File: src/rtl/core_seq_pkg.sv
// Shared types and sizing for the core sequencer and its branch target table.
package core_seq_pkg;

  localparam int unsigned PC_W_DEF    = 10;
  localparam int unsigned TGT_ENTRIES = 64;
  localparam int unsigned TGT_SEL_W   = $clog2(TGT_ENTRIES);
  localparam int unsigned CNT_W       = 32;

  typedef enum logic [1:0] {
    ST_IDLE  = 2'd0,
    ST_RUN   = 2'd1,
    ST_STALL = 2'd2,
    ST_DONE  = 2'd3
  } seq_state_e;

endpackage

File: src/rtl/core_seq_branch_lut.sv
// Branch target table: decoder selector -> absolute PC. Contents are program
// specific and regenerated by the assembler; unlisted selectors fall back to START_PC.
module branch_target_lut
  import core_seq_pkg::*;
#(
  parameter int unsigned PC_W     = PC_W_DEF,
  parameter int unsigned START_PC = 0
) (
  input  logic [TGT_SEL_W-1:0] sel_i,
  output logic [PC_W-1:0]      target_o
);

  always_comb begin
    target_o = PC_W'(START_PC);
    case (sel_i)
      TGT_SEL_W'(1):  target_o = PC_W'(1022);
      TGT_SEL_W'(2):  target_o = PC_W'(100);
      TGT_SEL_W'(5):  target_o = PC_W'(40);
      TGT_SEL_W'(10): target_o = PC_W'(7);
      TGT_SEL_W'(33): target_o = PC_W'(513);
      TGT_SEL_W'(63): target_o = PC_W'(500);
      default:        target_o = PC_W'(START_PC);
    endcase
  end

endmodule

File: src/rtl/core_sequencer.sv
// Program counter, Start/Done handshake, branch redirect and load stall sequencing
// for the single-issue core; gates architectural write enables outside RUN/STALL.
module core_sequencer
  import core_seq_pkg::*;
#(
  parameter int unsigned PC_W       = PC_W_DEF,
  parameter int unsigned START_PC   = 0,
  parameter bit          LOAD_STALL = 1'b1
) (
  input  logic                 clk_i,
  input  logic                 rst_i,
  input  logic                 start_i,
  input  logic                 halt_i,
  input  logic                 branch_en_i,
  input  logic [TGT_SEL_W-1:0] targ_sel_i,
  input  logic                 mem_read_i,
  input  logic                 mem_write_i,
  input  logic                 reg_write_i,
  output logic [PC_W-1:0]      pc_o,
  output logic                 instr_valid_o,
  output logic                 mem_read_en_o,
  output logic                 mem_write_en_o,
  output logic                 reg_write_en_o,
  output logic                 done_o,
  output logic [CNT_W-1:0]     cycle_count_o
);

  seq_state_e       state_q, state_d;
  logic [PC_W-1:0]  pc_q, pc_d;
  logic [CNT_W-1:0] cnt_q, cnt_d;
  logic             done_q, done_d;
  logic             armed_q, armed_d;
  logic [PC_W-1:0]  target;
  logic             run_c, stall_c, load_stall_c;

  branch_target_lut #(
    .PC_W     (PC_W),
    .START_PC (START_PC)
  ) u_lut (
    .sel_i    (targ_sel_i),
    .target_o (target)
  );

  always_ff @(posedge clk_i or posedge rst_i) begin
    if (rst_i) begin
      state_q <= ST_IDLE;
      pc_q    <= PC_W'(START_PC);
      cnt_q   <= '0;
      done_q  <= 1'b0;
      armed_q <= 1'b0;
    end else begin
      state_q <= state_d;
      pc_q    <= pc_d;
      cnt_q   <= cnt_d;
      done_q  <= done_d;
      armed_q <= armed_d;
    end
  end

  // Start re-arms from any state; otherwise the per-state sequencing applies.
  always_comb begin
    state_d = state_q;
    pc_d    = pc_q;
    cnt_d   = cnt_q;
    done_d  = done_q;
    armed_d = armed_q;
    if (start_i) begin
      state_d = ST_IDLE;
      pc_d    = PC_W'(START_PC);
      cnt_d   = '0;
      done_d  = 1'b0;
      armed_d = 1'b1;
    end else begin
      if ((state_q == ST_RUN || state_q == ST_STALL) && cnt_q != '1) begin
        cnt_d = cnt_q + CNT_W'(1);
      end
      case (state_q)
        ST_IDLE: begin
          if (armed_q) begin
            state_d = ST_RUN;
            armed_d = 1'b0;
          end
        end
        ST_RUN: begin
          if (halt_i) begin
            state_d = ST_DONE;
            done_d  = 1'b1;
          end else if (load_stall_c) begin
            state_d = ST_STALL;
          end else if (branch_en_i) begin
            pc_d = target;
          end else begin
            pc_d = pc_q + PC_W'(1);
          end
        end
        ST_STALL: begin
          pc_d    = pc_q + PC_W'(1);
          state_d = ST_RUN;
        end
        ST_DONE: done_d = 1'b1;
        default: state_d = ST_IDLE;
      endcase
    end
  end

  assign run_c        = (state_q == ST_RUN);
  assign stall_c      = (state_q == ST_STALL);
  assign load_stall_c = mem_read_i & LOAD_STALL;

  // A stalled load writes its register on the second (STALL) cycle only.
  assign instr_valid_o  = run_c;
  assign mem_write_en_o = mem_write_i & run_c & ~halt_i;
  assign mem_read_en_o  = mem_read_i & (run_c | stall_c);
  assign reg_write_en_o = reg_write_i & ~halt_i & ((run_c & ~load_stall_c) | stall_c);
  assign pc_o           = pc_q;
  assign done_o         = done_q;
  assign cycle_count_o  = cnt_q;

endmodule
File: config.mk
export PLATFORM = sky130hd
export DESIGN_NAME = core_sequencer
export DESIGN_NICKNAME = d
export VERILOG_FILES = /design/src/rtl/core_seq_pkg.sv /design/src/rtl/core_seq_branch_lut.sv /design/src/rtl/core_sequencer.sv
export SDC_FILE = /design/constraint.sdc
export NUM_CORES = 1
export LEC_CHECK = 0
export ABC_AREA = 1
export CAP_MARGIN = 5
export CORE_MARGIN = 2
export CORE_UTILIZATION = 40
export CTS_CLUSTER_SIZE = 14
export DETAILED_ROUTE_END_ITERATION = 10
export PLACE_DENSITY_LB_ADDON = 0.08
export SYNTH_ARGS = -nofsm -noshare
export SYNTH_HDL_FRONTEND = slang
export SYNTH_SLANG_ARGS = --single-unit
File: constraint.sdc
create_clock -name clk_i -period 2 [get_ports clk_i]
set_clock_uncertainty 0.1 [all_clocks]
set_input_delay 0.4 -clock clk_i [delete_from_list [all_inputs] [get_ports clk_i]]
set_output_delay 0.4 -clock clk_i [all_outputs]
set_load 0.02 [all_outputs]
# After elaboration in Yosys (flattened, before gate mapping)
# Cells that the tools add are included.
dict set report totals {
  out_inout_bits 47
  input_bits 14
  elab_cells 61
  ff_bits 46
}
dict set report classes {
  n_reduce_logical 11
  n_addsub 2
  muxes 18
  bitwise 10
  eq_ne 15
}
# cell count
set op_table {}
lappend op_table {{32-bit 2-to-1 mux} 2}
lappend op_table {{10-bit one-hot mux with 6 select lines} 1}
lappend op_table {{10-bit 2-to-1 mux} 4}
lappend op_table {{32-bit by 1-bit adder with 32-bit output, second input constant} 1}
lappend op_table {{32-bit != test, second input constant} 1}
lappend op_table {{10-bit one-hot mux with 2 select lines} 1}
lappend op_table {{6-bit == test, second input constant} 2}
lappend op_table {{3-bit != test, second input constant} 4}
lappend op_table {{10-bit by 1-bit adder with 10-bit output, second input constant} 1}
lappend op_table {{2-bit 2-to-1 mux} 4}
lappend op_table {{1-bit AND} 6}
lappend op_table {{6-bit by 1-bit == test with 1-bit output, second input constant} 1}
lappend op_table {{6-bit by 2-bit == test with 1-bit output, second input constant} 1}
lappend op_table {{6-bit by 3-bit == test with 1-bit output, second input constant} 1}
lappend op_table {{6-bit by 4-bit == test with 1-bit output, second input constant} 1}
lappend op_table {{2-bit one-hot mux with 3 select lines} 1}
lappend op_table {{3-bit AND reduction} 2}
lappend op_table {{3-bit nonzero test} 2}
lappend op_table {{2-bit == test, second input constant} 2}
lappend op_table {{1-bit 2-to-1 mux} 4}
lappend op_table {{4-bit != test, second input constant} 1}
lappend op_table {{2-bit nonzero test} 2}
lappend op_table {{4-bit nonzero test} 1}
lappend op_table {{2-bit by 1-bit == test with 1-bit output, second input constant} 1}
lappend op_table {{7 further kinds} 9}

# Longest topological paths before layout
dict set report logic_depth {
  word_depth 7
  ltp_mapped 12
  ltp_nobuf 11
}

# Cells and area by module
# A second synthesis with hierarchy kept.
dict set report hier_totals {
  cells_unflattened 513
  area_unflattened_um2 3278.1
}
# mod cells_each n_inst area_each_um2 seq_area_each_um2
set by_module_without_submodules {}
lappend by_module_without_submodules {core_sequencer 473 1 3106.7 1151.1}
lappend by_module_without_submodules {branch_target_lut 40 1 171.4 0.0}

# Least setup slack after synthesis
# OpenSTA, ideal clock, no wires.
dict set report synth_path {
  kind {register to register}
  from {register cnt_q[0] (netlist: cycle_count_o[0])}
  to {register cnt_q[19] (netlist: cycle_count_o[19])}
  period_less_slack_ns 1.937
  stages_incl_launch_ff 12
  setup_slack_ns 0.063
  arrival_ns 1.718
  required_ns 1.781
  path_buffers 1
  setup_time_ns 0.119
  cell_sequence {dfrtp_1 ha_1 inv_2 nor2_8 nand2_4 nor2_4 nand2_2 nand2_2 nand2_4 inv_6 buf_6 o21ai_2}
}
dict set report synth_between {
  elab_chain_cells 3
  word_cells_on_any_way 6
  classes_between {add/sub: 1; eq/ne: 1; mux: 2; reduce/logical: 2}
}
# element line
set synth_lines {}
lappend synth_lines {{start: declaration} core_sequencer.sv:30} ;# logic [CNT_W-1:0] cnt_q, cnt_d;
lappend synth_lines {{start signal: assignment} core_sequencer.sv:54} ;# cnt_q <= cnt_d;
lappend synth_lines {{32-bit by 1-bit adder with 32-bit output or 32-bit != test (tied branches)} {core_sequencer.sv:75, core_sequencer.sv:74}}
lappend synth_lines {{32-bit 2-to-1 mux or 1-bit logical AND (tied branches)} core_sequencer.sv:74} ;# if ((state_q == ST_RUN || state_q == ST_STALL) && cnt_q != '1) begin
lappend synth_lines {{32-bit 2-to-1 mux or 2-bit nonzero test (tied branches)} --}
# Several ways; a longest one is shown, not always the timed one. The select of a mux whose other input is x is not followed.
# A chain may end at the register's enable or synchronous reset.

# Final worst setup path
dict set report layout_path {
  from {register cnt_q[25] (netlist: cycle_count_o[25])}
  to {output port cycle_count_o[25]}
}
# element line
set layout_rtl {}
lappend layout_rtl {{end: declaration} core_sequencer.sv:25} ;# output logic [CNT_W-1:0] cycle_count_o
# No word-level cell between the ends.

==> results list <==
- The number of antenna diodes in the final layout is 0.
- Number of max-slew violations in the final report: 0
- Tcrit/Tclk final: 97.2%
- The first routing iteration left 177 violations.
* Vias in the first global route: 3268
- Worst voltage drop across the vdd grid: 0.000541 V
* Instance count of the mapped netlist: 523
- Top achievable clock speed: 514 MHz
* RSZ-0062 raised after global routing: no
* Remaining design rule violation count: 0
- Total clock sinks: 46
- # H-tree levels: 2
- Before antenna repair, the detailed router went through 5 iterations.
* Sequential share of the synthesized area: 33.9%
- From left edge to right edge, the die measures 96.2 um.
* Number of ports placed on the die boundary: 61
- Of all nets on the critical path, the largest fanout is 4.
- The critical path ends at cycle_count_o[25].
* Port buffer count: 60
- The worst path in the final design needs a cycle of 1940 ps, including I/O delays and setup.
- Final-layout worst hold slack: 351 ps
- Root Buffer Master: clkbuf_8
- Total number of vias: 3550
- Worst slack, placed: -205 ps
- TritonCTS built the clock tree.
- After detailed routing, the total wire length is 9.38 mm.
- Antenna violations before repair: 0
- Worst-path clk slew: 80 ps
- After legalization and detailed placement, the total HPWL measured 7.21 mm.
* Placer congestion estimate: 0.896
- Global routing finished with a remaining overflow of 0.
* Reg-to-reg setup timing slack: 180 ps
- Each instance of the synthesized netlist takes up on average 6.50 um^2.
- Setup violations remaining at the end of the flow were counted as 0.
- In this run the critical register-to-register path is launched from state_q[0]$_DFFE_PP0P_.
- Register-to-Register Path Depth: 11
* Post-DR vias/cell: 4.85
- The flow ran to the end, and the final reports show no timing, DRC or antenna violations.
* Die H: 96.2 um
- Pin count of the biggest net entering global routing: 47
* Type of the worst setup path: flip-flop to output pin
- The cell area that synthesis handed to floorplanning was 3400 um^2.
* Maximum count of clock buffers along a single path: 2
- Worst-case headroom to the max-slew limit: 71.3%
* Placeable core area: 8220 um^2
* Number of buffers inserted during clock tree synthesis: 5
- The net count of the finished layout is 647.
* Wire length of the first global-routing pass: 15.6 mm
* Element type at the critical path start: flip-flop
- Clock latency on the worst-skew pair: 300 ps
* Smallest setup slack after layout: 56.0 ps
- The number of nets in the synthesized netlist is 542.
* Share of post-route cells with drive strength above 1: 15.6%
- Initial Util: 41.4%
- Arr. time, crit path: 1440 ps
- The area growth from synthesis to layout is 32.4%.
- Synthesis inferred 46 register bits.
* Critical path startpoint: cycle_count_o[25]$_DFFE_PP0P_
- Dividing total power by cell area gives a power density of 730 nW/um^2.
* Number of hold buffers added after cts: 0
- Summed over all cells, the static leakage comes to 2.11 nW.
- Global routing consumed, over all layers together, 21.8% of the routing resources.
* Number of warnings printed during yosys synthesis: 0
- For the pin with the worst max-slew slack, the measured transition is 429 ps.
- The count of nets left with antenna violations once routing finished came out at 0.
- The total count of hold-check failures in the final report is 0.
- Overall die area: 9250 um^2
- In the final routed layout, each cell accounts on average for 12.8 um.
- In this run the worst hold path is classified as input port to async pin.
- Max Cap Violations: 0
- Count of different cell masters after synthesis: 30
- At the end of the flow the core is filled with cells to 54.8%.
- Capture instance of the worst register-to-register path: pc_o[4]$_DFFE_PP0P_
* Sort of element at the end of the critical path: output pin
- Worst EP required: 1500 ps
- After floorplanning, the core was divided into 33 placement rows.
cells by family after synthesis:
logic type,share of synthesized area [%]
XOR/XNOR,4.12
buffers and inverters,8.39
adder cells (fa/ha/maj),1.84
flip-flops,33.9
AND/OR/NAND/NOR,43.4
AO/OA/AOI/OAI,8.35
worst min path at each step:
stage                               endpoint  slack [ps]  depth (start not counted)                    from
2_1_floorplan         state_q[1]$_DFFE_PP0P_         380                          2  state_q[1]$_DFFE_PP0P_
3_3_place_gp          state_q[0]$_DFFE_PP0P_         410                          2  state_q[0]$_DFFE_PP0P_
3_5_place_dp              done_o$_DFFE_PP0P_         400                          2      done_o$_DFFE_PP0P_
4_1_cts        cycle_count_o[17]$_DFFE_PP0P_         360                          3                   rst_i
5_1_grt        cycle_count_o[13]$_DFFE_PP0P_         390                          3                   rst_i
6_report       cycle_count_o[31]$_DFFE_PP0P_         350                          3                   rst_i
layout make-up:
class                   count  area (um^2)
well taps                 105          131
multi-input cells         413         1970
repair buffers            106          942
clock buffers               6         82.6
inverters                  56          223
flip-flops and latches     46         1150
fillers                   840         3720
synthesized netlist by cell type (all sizes together):
cell / instances / area share (%)
nand2: 202 / 24
nor2: 85 / 11
inv: 56 / 6.3
nand3: 55 / 8.1
dfrtp: 46 / 34
o21ai: 33 / 6.4
xnor2: 10 / 2.6
a21oi: 6 / 0.88
buf: 6 / 1.8
xor2: 6 / 1.5
ha: 5 / 1.8
nand4: 3 / 0.55
a31oi: 2 / 0.37
clkbuf: 2 / 0.22
nor3: 2 / 0.29
o211ai: 2 / 0.44
a31o: 1 / 0.26
or2: 1 / 0.18
registers in the layout, summed over array words and instances (netlist names):
name,cells
armed_q,1
pc_o,10
state_q,2
cycle_count_o,32
done_o,1
critical path, stage by stage (launching register included):
cell and delay, ps:
dfrtp_1 400, buf_4 150, clkdlybuf4s50_1 600
power by group:
group	internal, W	total [W]	switching (W)
logic	0.000588	0.00153	0.000941
clock network	0.000267	0.000572	0.000305
registers	0.00105	0.00118	0.000129
layout by cell type, fill, tap and decap left out, types with 2 or more instances in the layout:
cell               n
o21ai_2           14
dfrtp_1           46
nor2_4             3
o21ai_1            2
nand4_1            3
inv_2              3
o21ai_0           17
nand2_1          188
nand2_4            2
nand2_2           12
a31oi_1            2
a21oi_1            6
clkbuf_8           6
nor2_2             4
nor3_1             2
xnor2_1           10
ha_1               4
inv_1             52
buf_4             45
o211ai_1           2
nand3_1           55
clkbuf_2           2
nor2_1            77
xor2_1             6
clkdlybuf4s50_1   56
metal layers:
| layer | vias to the layer above | routed length, um | global-route usage, % |
|---|---|---|---|
| met2 | 83 | 4160 | 35.0 |
| met3 | 9 | 401 | 2.98 |
| li1 | 1859 | - | - |
| met4 | 0 | 115 | 4.64 |
| met5 | - | 0 | 0 |
| met1 | 1599 | 4700 | 31.3 |
what timing repair did:
action,4_1_cts,5_1_grt
setup buffers,0,3
pin swaps,0,1
resized for setup,7,9
endpoints found under the setup margin,4,33
hold endpoints to repair,0,0
metrics by stage:
step	setup TNS [ps]	total power (W)	std cells	cell area, um^2
after global placement	-311	0.00271	723	4400
after detailed placement	-363	0.00272	723	4400
after global routing	0	0.00354	732	4500
after CTS	0	0.00329	729	4480
after floorplan	0	0.00217	523	3400
final	0	0.00328	732	4500
(Power assumes the default switching activity.)
